**config.mk**
```make
export PLATFORM = sky130hd
export DESIGN_NAME = rvx_bus_arbiter
export DESIGN_NICKNAME = d
export VERILOG_FILES = /design/src/rtl/rvx_bus_arbiter_pkg.sv /design/src/rtl/rvx_bus_timeout.sv /design/src/rtl/rvx_bus_arbiter.sv
export SDC_FILE = /design/constraint.sdc
export NUM_CORES = 1
export LEC_CHECK = 0
export ABC_AREA = 1
export BUFFER_PORTS_ARGS = -buffer_cell sky130_fd_sc_hd__buf_2
export CORE_AREA = 2 2 122 124
export CTS_CLUSTER_DIAMETER = 30
export DETAILED_ROUTE_END_ITERATION = 8
export DIE_AREA = 0 0 124 126
export GPL_TIMING_DRIVEN = 0
export PLACE_DENSITY_LB_ADDON = 0.08
export SLEW_MARGIN = 20
export SYNTH_ARGS = -nofsm -noshare
export SYNTH_HDL_FRONTEND = slang
export SYNTH_HIERARCHICAL = 1
export SYNTH_SLANG_ARGS = --single-unit
```
**constraint.sdc**
```tcl
create_clock -name clock -period 4.1 [get_ports clock]
set_input_delay 0.41 -clock clock [delete_from_list [all_inputs] [get_ports clock]]
set_output_delay 0.41 -clock clock [all_outputs]
set_load 0.01 [all_outputs]
```
**src/rtl/rvx_bus_arbiter_pkg.sv**
```systemverilog
// Shared constants and types for the rvx bus arbiter.
// The optional timeout path is enabled with RVX_BUS_ARBITER_TIMEOUT_EN.
package rvx_bus_arbiter_pkg;

    localparam int          TMO_W     = 8;
    localparam logic [31:0] ZERO_WORD = 32'h0000_0000;
    localparam logic [31:0] NOP_WORD  = 32'h0000_0013;

    // Data-side request as captured in IDLE; is_write selects the memory strobe.
    typedef struct packed {
        logic [31:0] address;
        logic [31:0] wdata;
        logic [3:0]  wstrobe;
        logic        is_write;
    } bus_req_t;

endpackage

```
**src/rtl/rvx_bus_timeout.sv**
```systemverilog
// Wait-state watchdog for the rvx bus arbiter; instantiated only when
// RVX_BUS_ARBITER_TIMEOUT_EN is defined.
module rvx_bus_timeout
    import rvx_bus_arbiter_pkg::*;
#(
    parameter logic [TMO_W-1:0] TIMEOUT_CYCLES = 8'd255
) (
    input  logic clock,
    input  logic reset_n,
    input  logic in_wait,
    input  logic ack,
    output logic expired
);

    logic [TMO_W-1:0] count;

    // Expires on the edge where the count would reach TIMEOUT_CYCLES, so the
    // WAIT state lasts exactly TIMEOUT_CYCLES cycles before forced completion.
    assign expired = in_wait && !ack && ((count + 1'b1) == TIMEOUT_CYCLES);

    // Any completion also clears the count, which doubles as the clear on
    // entry into the following WAIT state.
    always_ff @(posedge clock or negedge reset_n) begin
        if (!reset_n) begin
            count <= '0;
        end else if (!in_wait || ack || expired) begin
            count <= '0;
        end else begin
            count <= count + 1'b1;
        end
    end

endmodule

```
**src/rtl/rvx_bus_arbiter.sv**
```systemverilog
// Round-based arbiter sharing one memory port between the instruction and data
// buses. Optional timeout: define RVX_BUS_ARBITER_TIMEOUT_EN.
module rvx_bus_arbiter
    import rvx_bus_arbiter_pkg::*;
#(
    parameter logic [TMO_W-1:0] TIMEOUT_CYCLES = 8'd255
) (
    input  logic        clock,
    input  logic        reset_n,
    input  logic [31:0] ibus_address,
    input  logic        ibus_rrequest,
    output logic [31:0] ibus_rdata,
    output logic        ibus_rresponse,
    input  logic [31:0] dbus_address,
    input  logic [31:0] dbus_wdata,
    input  logic [3:0]  dbus_wstrobe,
    input  logic        dbus_rrequest,
    input  logic        dbus_wrequest,
    output logic [31:0] dbus_rdata,
    output logic        dbus_rresponse,
    output logic        dbus_wresponse,
    output logic [31:0] mem_address,
    output logic [31:0] mem_wdata,
    output logic [3:0]  mem_wstrobe,
    output logic        mem_rrequest,
    output logic        mem_wrequest,
    input  logic [31:0] mem_rdata,
    input  logic        mem_rresponse,
    input  logic        mem_wresponse,
    output logic        bus_error
);

    typedef enum logic [1:0] {
        IDLE    = 2'd0,
        D_WAIT  = 2'd1,
        I_WAIT  = 2'd2,
        RESPOND = 2'd3
    } state_t;

    state_t      state;
    state_t      state_nxt;
    logic        pend_d;
    logic        pend_i;
    bus_req_t    d_req;
    logic [31:0] i_addr;
    logic [31:0] d_buf;
    logic [31:0] i_buf;
    logic        mem_ack;
    logic        tmo_expired;
    logic        done;
    logic [31:0] rdata_in;

    // Only the response matching the current WAIT state's access counts.
    always_comb begin
        mem_ack = 1'b0;
        case (state)
            D_WAIT:  mem_ack = d_req.is_write ? mem_wresponse : mem_rresponse;
            I_WAIT:  mem_ack = mem_rresponse;
            default: mem_ack = 1'b0;
        endcase
    end

    assign done     = mem_ack || tmo_expired;
    assign rdata_in = mem_ack ? mem_rdata : ZERO_WORD;

    always_ff @(posedge clock or negedge reset_n) begin
        if (!reset_n) begin
            state  <= IDLE;
            pend_d <= 1'b0;
            pend_i <= 1'b0;
            d_req  <= '0;
            i_addr <= ZERO_WORD;
            d_buf  <= ZERO_WORD;
            i_buf  <= ZERO_WORD;
        end else begin
            state <= state_nxt;
            if (state == IDLE) begin
                pend_d         <= dbus_rrequest || dbus_wrequest;
                pend_i         <= ibus_rrequest;
                d_req.address  <= dbus_address;
                d_req.wdata    <= dbus_wdata;
                d_req.wstrobe  <= dbus_wstrobe;
                d_req.is_write <= dbus_wrequest;
                i_addr         <= ibus_address;
            end
            if (state == D_WAIT && done && !d_req.is_write) begin
                d_buf <= rdata_in;
            end
            if (state == I_WAIT && done) begin
                i_buf <= rdata_in;
            end
        end
    end

    always_comb begin
        state_nxt      = state;
        mem_address    = ZERO_WORD;
        mem_wdata      = ZERO_WORD;
        mem_wstrobe    = 4'b0000;
        mem_rrequest   = 1'b0;
        mem_wrequest   = 1'b0;
        ibus_rresponse = 1'b0;
        dbus_rresponse = 1'b0;
        dbus_wresponse = 1'b0;
        case (state)
            IDLE: begin
                if (dbus_rrequest || dbus_wrequest) begin
                    state_nxt = D_WAIT;
                end else if (ibus_rrequest) begin
                    state_nxt = I_WAIT;
                end
            end
            D_WAIT: begin
                mem_address  = d_req.address;
                mem_wdata    = d_req.wdata;
                mem_wstrobe  = d_req.wstrobe;
                mem_wrequest = d_req.is_write;
                mem_rrequest = !d_req.is_write;
                if (done) begin
                    state_nxt = pend_i ? I_WAIT : RESPOND;
                end
            end
            I_WAIT: begin
                mem_address  = i_addr;
                mem_rrequest = 1'b1;
                if (done) begin
                    state_nxt = RESPOND;
                end
            end
            RESPOND: begin
                // Every response of the round fires together so a stalled core resumes once.
                ibus_rresponse = pend_i;
                dbus_rresponse = pend_d && !d_req.is_write;
                dbus_wresponse = pend_d && d_req.is_write;
                state_nxt      = IDLE;
            end
            default: state_nxt = IDLE;
        endcase
    end

    assign ibus_rdata = i_buf;
    assign dbus_rdata = d_buf;

`ifdef RVX_BUS_ARBITER_TIMEOUT_EN
    logic in_wait;
    logic round_err;

    assign in_wait = (state == D_WAIT) || (state == I_WAIT);

    rvx_bus_timeout #(
        .TIMEOUT_CYCLES(TIMEOUT_CYCLES)
    ) u_timeout (
        .clock   (clock),
        .reset_n (reset_n),
        .in_wait (in_wait),
        .ack     (mem_ack),
        .expired (tmo_expired)
    );

    always_ff @(posedge clock or negedge reset_n) begin
        if (!reset_n) begin
            round_err <= 1'b0;
        end else if (state == IDLE) begin
            round_err <= 1'b0;
        end else if (tmo_expired) begin
            round_err <= 1'b1;
        end
    end

    assign bus_error = (state == RESPOND) && round_err;
`else
    logic unused_timeout_cfg;

    assign unused_timeout_cfg = ^TIMEOUT_CYCLES;
    assign tmo_expired        = 1'b0;
    assign bus_error          = 1'b0;
`endif

endmodule

```
==> qor.yml <==
crit_chain: "inv_1 -> ha_1 -> buf_6 -> clkbuf_1 -> clkbuf_1 -> nand2_1 -> inv_1 -> buf_2"
area_growth_pct: 30.6
r2r-end: "i_addr[18]"
dr_total_vias: 6953
min_path_cells: 3
wl_per_cell_um: 14.3
reg2reg_from: "state[0]"
fp.dieW_um: 124
final_nets: 1389
drt-total-wl_um: 20500
drt-initial-drc-count: 453
cp_slowest_cell: "dfrtp_1"
multiInputGateArea_um2: 2730
reg2reg_depth: 7
crit_family: "buffers and inverters"
min_from: "ibus_address[31]"
place_ws_ns: 1.69
syn_nets: 1093
overflow: 0
cts_root_buffer: "clkbuf_16"
fill_cells: 1287
p_leak_nw: 5.87
drive_gt1_share_pct: 25.7
power.share.switching_pct: 41.3
cp_slowest_stage_delay_ns: 0.43
rrSetupSlack_ns: 2.04
fin_total_pwr_mw: 8.10
final_common_cell: "nand2_1"
p_int_mw: 4.75
p_comb_share_pct: 42.8
avgViaCountPerCell: 4.83
clockBufferDepth: 2
placed_cells: 1408
register_area_um2: 4230
rows: 44
grt_pass1_vias: 6626
worst_setup_path_start_kind: "flop"
maxSlewHeadroom_pct: 59.8
rsz0062_at_grt: "false"
syn_area_um2: 7430
clkSlewWorstSetupHoldPaths_ns: 0.06
critPathBufInv: 6
cts_tree: "built"
hpwl_um: 14700
timing.fmax_ghz: 0.351
finClkSkew_ns: 0.00487
synth_warnings: 6
die-area_um2: 15600
die_h_um: 126
clk_latency_ns: 0.43
ys_seq_area_share_pct: 56.9
pwr-share-seq_pct: 36.2
diodes: 0
grt_start_max_net_pins: 98
cp_data_required_time_ns: 3.69
min_path_type: "in -> reg"
cp_num_cells: 8
start_util_pct: 51.9
critPathKind: "reg -> out"
instances_no_fill: 1440
period_share_pct: 69.4
setup_violations: 0
synthCells: 948
min_period_ns: 2.85
worstMarginPinSlew_ns: 0.603
final_cell_mix: "568 x nand2_1, 274 x buf_2, 169 x dfrtp_1, 51 x inv_1, 41 x clkbuf_1"
io_pins: 277
clkPwrFrac_pct: 21.0
post-route-util_pct: 67.8
syn_area_per_cell_um2: 7.84
critPathMaxFanout: 10
drtAntennaViolNets: 0
outcome: "finished clean"
hold_viol_final: 0
setup_ws_ns: 1.25
gr-usage-all-layers_pct: 26.9
maxCapViolations: 0
hold_slack_ns: 0.178
antenna_found_initial: 2
portBuffers: 275
slew_violations: 0
dr.pass1.iters: 4
p_sw_mw: 3.35
arrival_ns: 2.44
cts_buffers: 17
drc_errors: 0
htree_levels: 4
coreArea_um2: 14300
ir_worst_vdd_uv: 395
synth.distinct_cells: 21
p_per_area_nw_per_um2: 835
cp-end-kind: "output port"
grt_first_pass_wirelength_um: 32200
gp_congestion: 0.843
holdPathEnd: "i_addr[31]"
ys_ff_latch: 169
clock-sinks: 169
cts_setup_buffers: 0
[through the flow]
step | setup TNS [ns] | area, µm²
floorplan | 0 | 7430
global placement | -6.52 | 9040
detailed placement | 0 | 9070
CTS | 0 | 9710
global route | 0 | 9710
finish | 0 | 9710
[power groups by stage]
stage | Combinational (mW) | Sequential [mW] | Clock (mW)
after floorplan | 2.02 | 3.03 | 0
after global placement | 3.43 | 2.92 | 0
after detailed placement | 3.50 | 2.94 | 0
after CTS | 3.51 | 2.93 | 1.72
after global routing | 3.94 | 3.03 | 1.80
final | 3.47 | 2.94 | 1.70
[routing by layer]
metal / GRT usage, % / wire length, µm / vias to the layer above
met5: 0 / 11 / -
met4: 9.91 / 458 / 2
li1: - / - / 3445
met1: 32.5 / 8330 / 3222
met2: 44.9 / 9960 / 250
met3: 8.51 / 1780 / 34
[state kept, by name (all words and copies together) (netlist names)]
name,flops
state,2
ibus_rdata,32
pend_i,1
dbus_rdata,32
i_addr,32
d_req,69
pend_d,1
[synthesized netlist by cell type]
cell	number	area [µm²]
ha_1	6	75.1
nand2_1	568	2130
conb_1	1	3.75
clkinv_1	2	7.51
or2_2	1	6.26
nand3_1	12	60.1
nor2_8	2	40.0
nor3_1	2	10.0
buf_1	4	15.0
clkbuf_1	37	139
a21oi_1	34	170
nor2_1	7	26.3
inv_1	51	191
nand2_4	2	22.5
buf_4	4	30.0
inv_2	3	11.3
nand2_2	1	6.26
buf_6	7	78.8
dfrtp_1	169	4230
o21ai_1	20	100
o21ai_0	15	75.1
[worst register-to-register path: cells and delay by family, from the launching register on]
family | cells | cell delay, ns
buffers and inverters | 4 | 1.15
flip-flops | 1 | 0.40
adder cells (fa/ha/maj) | 1 | 0.25
AND/OR/NAND/NOR | 2 | 0.20
[worst max path at each step]
stage                  start            end
floorplan           state[1]  mem_wdata[11]
finish              state[1]  mem_wdata[20]
global placement     reset_n      d_req[11]
global route        state[1]  mem_wdata[14]
CTS                 state[1]  mem_wdata[20]
detailed placement  state[1]  mem_wdata[20]
[kinds of logic (layout without fill, tap and decap cells)]
kind of cell	after synthesis	count (layout)	share of synthesized area, %
other cells	1	1	0.0505
flops	169	169	56.9
buf+inv	108	416	6.37
fa+ha+maj	6	6	1.01
compound gates	69	69	4.65
simple gates	595	595	31.0
[repair_timing]
item	in CTS	in global routing
hold endpoints to repair	72	0
resized for setup	0	0
hold buffers	1	0
[cell type report]
class	count	area share, %
inverters	56	2.17
multi-input cells	671	28.1
clock inverters	7	1.44
clock buffers	24	4.96
well taps	184	2.37
repair buffers	277	14.7
plain buffers	52	2.71
flip-flops and latches	169	43.6
Note: power is estimated with default switching activity, not from simulation.
